## config.mk

```make
export PLATFORM = sky130hd
export DESIGN_NAME = kamikaze_mem_arbiter
export DESIGN_NICKNAME = d
export VERILOG_FILES = /design/src/rtl/kamikaze_mem_arbiter.sv
export SDC_FILE = /design/constraint.sdc
export NUM_CORES = 1
export LEC_CHECK = 0
export CORE_MARGIN = 10
export CORE_UTILIZATION = 25
export DETAILED_ROUTE_END_ITERATION = 16
export PLACE_DENSITY = 0.85
export SETUP_SLACK_MARGIN = 0.2
export SLEW_MARGIN = 10
export SYNTH_ARGS = -nofsm -noshare
export SYNTH_HDL_FRONTEND = slang
export SYNTH_SLANG_ARGS = --single-unit
export TNS_END_PERCENT = 5
```

## constraint.sdc

```tcl
create_clock -name clk_i -period 2.1 [get_ports clk_i]
set_input_delay 0.315 -clock clk_i [delete_from_list [all_inputs] [get_ports clk_i]]
set_output_delay 0.315 -clock clk_i [all_outputs]
set_load 0.005 [all_outputs]
```

## src/rtl/kamikaze_mem_arbiter.sv

```systemverilog
// Shares one pipelined 32-bit memory port between instruction fetch (IF) and load/store (LS).
// Responses return in order and are routed through an owner FIFO; IF flush drops stale fetch data.
module kamikaze_mem_arbiter #(
  parameter int MAX_OUTSTANDING = 4,
  parameter int STARVE_LIMIT    = 3
) (
  input  logic        clk_i,
  input  logic        rst_i,
  input  logic        if_req_i,
  input  logic [31:0] if_addr_i,
  input  logic        if_flush_i,
  output logic        if_gnt_o,
  output logic        if_rvalid_o,
  output logic [31:0] if_rdata_o,
  input  logic        ls_req_i,
  input  logic        ls_we_i,
  input  logic [3:0]  ls_be_i,
  input  logic [31:0] ls_addr_i,
  input  logic [31:0] ls_wdata_i,
  output logic        ls_gnt_o,
  output logic        ls_rvalid_o,
  output logic [31:0] ls_rdata_o,
  output logic        mem_req_o,
  output logic        mem_we_o,
  output logic [3:0]  mem_be_o,
  output logic [31:0] mem_addr_o,
  output logic [31:0] mem_wdata_o,
  input  logic        mem_gnt_i,
  input  logic        mem_rvalid_i,
  input  logic [31:0] mem_rdata_i
);

  localparam int PTR_W = (MAX_OUTSTANDING > 1) ? $clog2(MAX_OUTSTANDING) : 1;
  localparam int CNT_W = $clog2(MAX_OUTSTANDING + 1);
  localparam int STV_W = ($clog2(STARVE_LIMIT + 1) < 2) ? 2 : $clog2(STARVE_LIMIT + 1);

  logic [PTR_W-1:0]           wr_ptr;
  logic [PTR_W-1:0]           rd_ptr;
  logic [CNT_W-1:0]           count;
  logic [STV_W-1:0]           starve_cnt;
  logic [MAX_OUTSTANDING-1:0] own_ls;
  logic [MAX_OUTSTANDING-1:0] discard;
  logic [MAX_OUTSTANDING-1:0] occupied;

  logic full;
  logic empty;
  logic starve_hit;
  logic sel_ls;
  logic sel_if;
  logic issue;
  logic gnt_if;
  logic gnt_ls;
  logic push;
  logic pop;
  logic head_ls;
  logic head_discard;

  assign full       = (count == CNT_W'(MAX_OUTSTANDING));
  assign empty      = (count == '0);
  assign starve_hit = if_req_i & (starve_cnt == STV_W'(STARVE_LIMIT));
  assign sel_ls     = ls_req_i & ~starve_hit;
  assign sel_if     = if_req_i & ~sel_ls;
  assign issue      = (sel_ls | sel_if) & ~full;
  assign gnt_ls     = sel_ls & ~full & mem_gnt_i;
  assign gnt_if     = sel_if & ~full & mem_gnt_i;
  assign push       = gnt_ls | gnt_if;
  // A response with nothing outstanding is a bus protocol error and is dropped.
  assign pop        = mem_rvalid_i & ~empty;

  assign head_ls      = own_ls[rd_ptr];
  assign head_discard = discard[rd_ptr];

  // Slot i is live when its distance from the read pointer is below the fill count.
  always_comb begin
    occupied = '0;
    for (int i = 0; i < MAX_OUTSTANDING; i++) begin
      logic [PTR_W-1:0] offs;
      offs = PTR_W'(i) - rd_ptr;
      occupied[i] = ({{(CNT_W-PTR_W){1'b0}}, offs} < count);
    end
  end

  // Every output is forced low while reset is asserted, including the data mirrors.
  always_comb begin
    mem_req_o   = 1'b0;
    mem_we_o    = 1'b0;
    mem_be_o    = 4'h0;
    mem_addr_o  = 32'h0;
    mem_wdata_o = 32'h0;
    if_gnt_o    = 1'b0;
    ls_gnt_o    = 1'b0;
    if_rvalid_o = 1'b0;
    ls_rvalid_o = 1'b0;
    if_rdata_o  = 32'h0;
    ls_rdata_o  = 32'h0;
    if (rst_i) begin
      mem_req_o  = issue;
      if_gnt_o   = gnt_if;
      ls_gnt_o   = gnt_ls;
      if_rdata_o = mem_rdata_i;
      ls_rdata_o = mem_rdata_i;
      if (sel_ls) begin
        mem_we_o    = ls_we_i;
        mem_be_o    = ls_be_i;
        mem_addr_o  = {ls_addr_i[31:2], 2'b00};
        mem_wdata_o = ls_wdata_i;
      end else begin
        mem_be_o    = 4'hF;
        mem_addr_o  = {if_addr_i[31:2], 2'b00};
      end
      ls_rvalid_o = pop & head_ls;
      // A flush arriving with the head response also kills that response.
      if_rvalid_o = pop & ~head_ls & ~head_discard & ~if_flush_i;
    end
  end

  always_ff @(posedge clk_i or negedge rst_i) begin
    if (!rst_i) begin
      wr_ptr  <= '0;
      rd_ptr  <= '0;
      count   <= '0;
      own_ls  <= '0;
      discard <= '0;
    end else begin
      if (if_flush_i) begin
        for (int i = 0; i < MAX_OUTSTANDING; i++) begin
          if (occupied[i] && !own_ls[i]) discard[i] <= 1'b1;
        end
      end
      // The fetch granted alongside a flush is the redirected one, so it stays live.
      if (push) begin
        own_ls[wr_ptr]  <= gnt_ls;
        discard[wr_ptr] <= 1'b0;
        wr_ptr          <= wr_ptr + PTR_W'(1);
      end
      if (pop) rd_ptr <= rd_ptr + PTR_W'(1);
      if (push && !pop)      count <= count + CNT_W'(1);
      else if (pop && !push) count <= count - CNT_W'(1);
    end
  end

  always_ff @(posedge clk_i or negedge rst_i) begin
    if (!rst_i) begin
      starve_cnt <= '0;
    end else if (gnt_if || !if_req_i) begin
      starve_cnt <= '0;
    end else if (gnt_ls && starve_cnt != STV_W'(STARVE_LIMIT)) begin
      starve_cnt <= starve_cnt + STV_W'(1);
    end
  end

endmodule

```

Word level (Yosys, flattened, before mapping):

Index checks and enable logic that the tools add are counted.
W data, S select, Z words.

* flip-flop bits (word level): 17
* input port bits: 140
* word-level logic and storage cells: 99

* $add $sub $neg: 9
* order comparisons: 7
* equality and inequality tests: 3
* multiplexer cells: 31
* bitwise gates (word level): 24
* reductions and logical operators: 19

Operator list (number)
* $mux W32: 5
* $mux W4: 4
* $mux W1: 14
* $and A1 B1 Y1: 13
* $lt A2 B3 Y1: 4
* $logic_and A1 B1 Y1: 8
* $logic_not A1 Y1: 7
* $not A1 Y1: 7
* $add A2 B1 Y2 const B: 3
* $lt A2 B3 Y1 const B: 2
* $mux W3: 2
* $and A4 B4 Y4: 1
* $bmux W1 S2: 2
* $bwmux W4: 1
* $mux W2: 2
* $not A4 Y4: 1
* $reduce_bool A2 Y1: 2
* $sub A1 B2 Y2 const A: 2
* $sub A2 B2 Y2 const A: 2
* $add A3 B1 Y3 const B: 1
* $eq A3 B3 Y1 const B: 1
* $logic_not A3 Y1: 1
* $sub A3 B1 Y3 const B: 1
* $demux W1 S2: 1
* 5 further kinds: 6

Depth between registers and ports, before layout:

Gate-level depths: netlist of the first run.

* depth in word-level cells: 13
* depth in mapped cells: 9

Worst setup path before layout of the first run:

OpenSTA, ideal clock, no wires.

* path type: register to register
* start point: register count[2]
* end point: register count[2]
* library setup time: 79 ps
* arrival time: 1938 ps
* data required time: 2021 ps
* path slack: 83 ps
* stages on the path, launching flop included: 10
* period minus slack after synthesis: 2017 ps
* path through: dfrtp_1 buf_6 nor3b_4 nor3_4 ha_1 inv_1 fa_1 xor2_1 nor2_1 xor2_1

* cells in the longest elaborated chain, start to end: 8

Ends and longest elaborated chain
* start, declared: line 39 `logic [CNT_W-1:0] count;`
* start signal, assigned: line 137 `if (push && !pop) count <= count + CNT_W'(1);`
* start signal, assigned: line 138 `else if (pop && !push) count <= count - CNT_W'(1);`
* $eq A3 B3 Y1 (*): line 58 `assign full = (count == CNT_W'(MAX_OUTSTANDING));`
* $not A1 Y1 (*): line 64, 65
* $and A1 B1 Y1 (on tied branches) (2 in a row): line 64, 65
* $or A1 B1 Y1 (*): line 66 `assign push = gnt_ls | gnt_if;`
* named net push: line 53 `logic push;`
* $logic_not A1 Y1: line 138
* $logic_and A1 B1 Y1: line 138
* $reduce_bool A2 Y1 (no line)

The timed path passes the listed nets; every way through them passes the cells marked *. The select of a mux whose other input is x is not followed.
A chain may end at the register's enable or synchronous reset.

Final worst setup path of the first run:

* start point: register starve_cnt[0]
* end point: output port mem_addr_o[7]

* cells in the longest elaborated chain, start to end: 6

Ends and longest elaborated chain
* start, declared: line 40 `logic [STV_W-1:0] starve_cnt;`
* start signal, assigned: line 148 `starve_cnt <= starve_cnt + STV_W'(1);`
* $eq A2 B2 Y1: line 60 `assign starve_hit = if_req_i & (starve_cnt == STV_W'(STARVE_LIMIT));`
* $and A1 B1 Y1: line 60
* $not A1 Y1: line 61 `assign sel_ls = ls_req_i & ~starve_hit;`
* $and A1 B1 Y1: line 61
* $mux W32: line 102 `if (sel_ls) begin`
* $mux W32: line 96 `if (rst_i) begin`
* end, declared: line 26 `output logic [31:0] mem_addr_o,`

No other way between the ends.

==> results_dict.tcl, run 1 <==
set metrics [dict create \
    outcome "complete, but fails checks" \
    violations "setup timing" \
    vdd_ir_drop_max_uv 372 \
    synth_common_cells "nand2_1, buf_4, and3_1, and2_1, a21boi_0" \
    preCtsSetupSlack_ns -0.433 \
    rsz0062_at_grt "yes" \
    fmax_ghz 0.467 \
    post-route-min-period_ns 2.14 \
    drt-met1-wl_mm 5.54 \
    first_iter_violations 199 \
    synth-main-ff-cell "dfrtp_1" \
    power_per_cell_area_nw_per_um2 520 \
    dieArea_um2 13900 \
    grt_max_degree 86 \
    finalHoldViolations 0 \
    grt_pass1_vias 3369 \
    finalCritPeriodShare 1.02 \
    grt_antenna_before_repair 0 \
    multi_input_area_um2 1680 \
    numCtsBuffers 3 \
    synth_most_common_cell "nand2_1" \
    power.leakage_nw 2.47 \
    synthCells 319 \
    crit_type "reg2out" \
    via_count 3258 \
    synth_top_area_frac 0.177 \
    yosysSeqAreaShare 0.177 \
    cts_tree "built" \
    wl_met2_mm 7.74 \
    met3_length_mm 1.23 \
    die_w_um 118 \
    wl_per_cell_um 20.9 \
    die_h_um 118 \
    critPathRequiredTime_ns 1.78 \
    drc 0 \
    clk_path_buf_depth 2 \
    port-buffer-count 271 \
    whs_ns 0.0531 \
    synth-seq-cells 17 \
    synth-edff-count 0 \
    grt_overflow 0 \
    insertion_delay_ns 0.26 \
    async_reset_ff_frac 1.00 \
    diodes 0 \
    drive_above_1_share 0.261 \
    root_buffer "clkbuf_8" \
    drtPass1Iterations 4 \
    routed_wl_mm 14.7 \
    syn2layout_area_growth_pct 120 \
    dp_hpwl_mm 11.8 \
    grt_use_total 0.195 \
    synth-warning-count 0 \
    htree_levels 1 \
    arrival_ns 1.83 \
    top_layer "met4" \
    row_count 35 \
    synth_top_cell_by_area "dfrtp_1" \
    nFillCells 826 \
    ios 278 \
    yosys-top-cells-area "dfrtp_1, buf_4, nand2_1" \
    nNetsFinal 723 \
    syn_area_um2 2410 \
    syn_area_per_cell_um2 7.54 \
    critPathCaptureType "output pin" \
    vias_per_cell 4.65 \
    setup_violations 10 \
    synth_cell_types 43 \
    final_antenna_net_count 0 \
    critPathMaxFanout 7 \
    initial_utilization 0.258 \
    final.setup.worst_slack_ns -0.0417 \
    crit_path_start_kind "register" \
    register_area_um2 428 \
    final_max_slew_viol_count 0 \
    hp-class "in2async" \
    hold_buffers 0 \
    power_mw 2.75 \
    gp_congestion 0.839 \
    maxCapViolCount 0 \
    clock_sinks 17 \
    core_area_um2 9330 \
    cts.clk_slew.worst_paths_ns 0.07 \
    worst_clock_skew_ns 0.00157 \
    grt_first_pass_wirelength_mm 21.8 \
]
-- final timing paths --
kind | startpoint | to | slack [ns] | cells past startpoint
setup / recovery | starve_cnt[0] | mem_addr_o[7] | -0.04 | 9
hold / removal | rst_i | rd_ptr[0] | 0.05 | 2
setup reg to reg | count[1] | count[2] | 0.10 | 8
hold reg to reg | own_ls[2] | own_ls[2] | 0.54 | 1
max in group asynchronous | rst_i | starve_cnt[0] | 1.78 | 2
min in group clk_i | if_req_i | starve_cnt[0] | 0.49 | 4
-- worst max-delay path, cell delays in order (launching register included) --
cell	delay, ns
dfrtp_1	0.41
ha_4	0.19
a21boi_4	0.20
buf_6	0.13
buf_6	0.09
buf_12	0.10
buf_16	0.12
nand2_1	0.05
a21boi_1	0.13
buf_2	0.15
-- area by class of cell --
class | instances | share of cell area
Sequential cell | 17 | 0.0809
Clock buffer | 4 | 0.00852
Timing Repair Buffer | 307 | 0.552
Tap cell | 129 | 0.0305
Inverter | 13 | 0.00923
Multi-Input combinational cell | 230 | 0.318
-- cells by family (layout without fill, tap and decap cells) --
group                      after synthesis  after routing  share of synthesized area
other                                    1              2                    0.00156
adders and majority gates               11             11                     0.0603
xor gates and xnor gates                 7              7                     0.0255
and+or+nand+nor                        152            152                      0.341
buffers and inverters                   73            324                      0.185
muxes                                    4              4                     0.0296
AOI/OAI and AO/OA                       54             54                      0.181
DFF                                     17             17                      0.177
-- cell usage in the layout (no fill, tap or decap), types with 3 or more instances in the layout --
cell type,n
and2_1,32
and3_1,35
buf_2,54
buf_12,8
a21boi_1,17
dlygate4sd2_1,7
clkdlybuf4s15_2,10
inv_2,3
nand4_1,5
buf_4,18
nand2_2,8
clkbuf_8,3
clkdlybuf4s50_1,196
xnor2_1,3
buf_6,5
a32o_1,4
clkbuf_2,3
a21boi_2,12
o21a_1,4
a2bb2oi_1,4
nor2b_1,6
nand2_4,4
dfrtp_1,15
nand2_1,49
ha_1,8
xor2_1,3
inv_1,10
nor2_1,3
-- timing repair --
item | in CTS | in global routing
gates resized for setup | 297 | 34
gates cloned | 4 | 0
buffers inserted | 8 | 1
setup endpoints to repair | 74 | 82
pin swaps | 30 | 27
-- power breakdown --
part	internal [mW]	switching, mW
Clock	0.135	0.117
Sequential	0.483	0.166
Combinational	1.10	0.751
Total	1.72	1.03
-- sequential cells by signal, summed over array words and instances, names as in the netlist --
signal      cells
wr_ptr          2
discard         4
own_ls          4
rd_ptr          2
count           3
starve_cnt      2
-- layer usage --
metal	vias up	track usage
li1	1544	-
met1	1538	0.215
met2	166	0.361
met3	10	0.0537
met4	0	0.0379
met5	-	0
-- per-stage QoR --
| stage | cells | area, µm² | util | setup TNS (ns) |
|---|---|---|---|---|
| CTS | 699 | 5210 | 0.559 | -0.0501 |
| global route | 700 | 5290 | 0.567 | -1.48 |
| floorplan | 320 | 2410 | - | 0 |
| global placement | 683 | 5110 | 0.547 | -18.17 |
| detailed placement | 683 | 5110 | 0.547 | -20.63 |
| finish | 700 | 5290 | 0.567 | -0.175 |
No activity file was read; power rests on OpenSTA's default activity.
==> run 2, diff against run 1 <==
--- a/config.mk
+++ b/config.mk
@@ -10,6 +10,7 @@
 export DETAILED_ROUTE_END_ITERATION = 16
 export PLACE_DENSITY = 0.85
 export SETUP_SLACK_MARGIN = 0.2
+export SKIP_CTS_REPAIR_TIMING = 1
 export SLEW_MARGIN = 10
 export SYNTH_ARGS = -nofsm -noshare
 export SYNTH_HDL_FRONTEND = slang
==> results_dict.tcl, run 2 (synthesized netlist as in run 1, its figures left out) <==
set metrics [dict create \
    critPathMaxFanout 13 \
    comb_power_share 0.660 \
    numCtsBuffers 3 \
    timing.rr.start "count[1]" \
    register_area_um2 428 \
    internal_power_mw 1.66 \
    swShare 0.378 \
    final_max_slew_viol_count 0 \
    port-buffer-count 271 \
    drtPass1Iterations 4 \
    nNetsFinal 722 \
    core_area_um2 9330 \
    row_count 35 \
    preCtsSetupSlack_ns -0.433 \
    die_h_um 118 \
    grt_overflow 0 \
    gp_congestion 0.839 \
    power_mw 2.67 \
    vdd_ir_drop_max_uv 358 \
    die_w_um 118 \
    setup_violations 31 \
    syn2layout_area_growth_pct 117 \
    arrival_ns 1.95 \
    via_count 3234 \
    nFillCells 837 \
    utilization 0.559 \
    wl_per_cell_um 20.5 \
    final_antenna_net_count 0 \
    dieArea_um2 13900 \
    crit_start "starve_cnt[0]" \
    crit_path_start_kind "register" \
    insertion_delay_ns 0.26 \
    reg2regPathDepth 8 \
    maxCapViolCount 0 \
    htree_levels 1 \
    ios 278 \
    power_frac_seq 0.245 \
    grt_max_degree 86 \
    vias_per_cell 4.63 \
    outcome "complete, but fails checks" \
    hp-class "in2async" \
    diodes 0 \
    crit_type "reg2out" \
    drive_above_1_share 0.202 \
    p_clk_frac 0.094 \
    initial_utilization 0.258 \
    cts_tree "built" \
    stdcell_area_um2 5220 \
    critPathRequiredTime_ns 1.78 \
    cts.clk_slew.worst_paths_ns 0.07 \
    critPathCaptureType "output pin" \
    fmax_ghz 0.441 \
    routed_wl_mm 14.4 \
    largestRegisters "discard x4, own_ls x4, count x3" \
    clk_path_buf_depth 2 \
    rsz0062_at_grt "yes" \
    drc 0 \
    finalCritPeriodShare 1.08 \
    grt_antenna_before_repair 0 \
    grt_use_total 0.181 \
    finalHoldViolations 0 \
    clock_sinks 17 \
    power_per_cell_area_nw_per_um2 511 \
    worst_clock_skew_ns 0.00339 \
    root_buffer "clkbuf_8" \
    final_common_cell "clkdlybuf4s50_1" \
    post-route-min-period_ns 2.27 \
    power.leakage_nw 2.73 \
    switchingPower_mw 1.01 \
    dp_hpwl_mm 11.8 \
    grt_pass1_vias 3224 \
    layout_common_cells "clkdlybuf4s50_1, nand2_1, buf_2" \
    violations "setup timing" \
    multi_input_area_um2 1600 \
    placement.cell_area_um2 5110 \
    final.setup.worst_slack_ns -0.166 \
    first_iter_violations 288 \
    grt_first_pass_wirelength_mm 20.3 \
]
==> run 2: cell types whose count changed in the layout (fill, tap and decap cells not counted), sizes merged <==
cell,before,now
dlymetal6s2s,1,25
buf,88,75
clkbuf,7,14
bufbuf,2,0
dlygate4sd2,7,0
clkdlybuf4s15,10,0
==> run 2: metal layers <==
metal,vias to the layer above,GRT usage,share of wire
met4,0,0.0363,0.011
met5,-,0,0
met3,12,0.0499,0.091
li1,1536,-,-
met1,1520,0.201,0.37
met2,166,0.333,0.52
==> run 2: final cells by class <==
| class | instances | share of cell area |
|---|---|---|
| Clock buffer | 4 | 0.00863 |
| Inverter | 13 | 0.00935 |
| Multi-Input combinational cell | 230 | 0.307 |
| Sequential cell | 17 | 0.0820 |
| Tap cell | 129 | 0.0309 |
| Timing Repair Buffer | 306 | 0.562 |
==> run 2: power by group through the flow <==
stage / clock, mW / combinational (mW) / sequential, mW
after detailed placement: 0 / 1.74 / 0.645
after CTS: 0.258 / 1.75 / 0.641
after floorplan: 0 / 0.966 / 0.599
after global routing: 0.267 / 1.93 / 0.676
after global placement: 0 / 1.66 / 0.634
final: 0.252 / 1.76 / 0.654
==> run 2: metrics by stage <==
stage          instances  hold slack (ns)  TNS, ns
6_report             699           0.0528    -1.48
3_5_place_dp         683            0.349   -20.63
4_1_cts              687           0.0715   -21.72
5_1_grt              699           0.0909    -4.19
2_1_floorplan        320           0.0194        0
3_3_place_gp         683            0.345   -18.17
==> run 2: path summary, 6_finish.rpt <==
kind	slack (ns)	end
setup reg to reg	0.07	count[2]
hold reg to reg	0.54	own_ls[2]
max in group asynchronous	1.77	count[2]
setup / recovery	-0.17	mem_addr_o[29]
min in group clk_i	0.49	starve_cnt[0]
hold / removal	0.05	count[0]
==> run 2: worst max-delay path, stage by stage, from the launching register on <==
cell,delay [ns]
dfrtp_1,0.41
ha_4,0.19
a21boi_4,0.25
buf_6,0.14
buf_4,0.11
clkbuf_16,0.15
nand2_1,0.07
a21boi_0,0.20
dlymetal6s2s_1,0.17
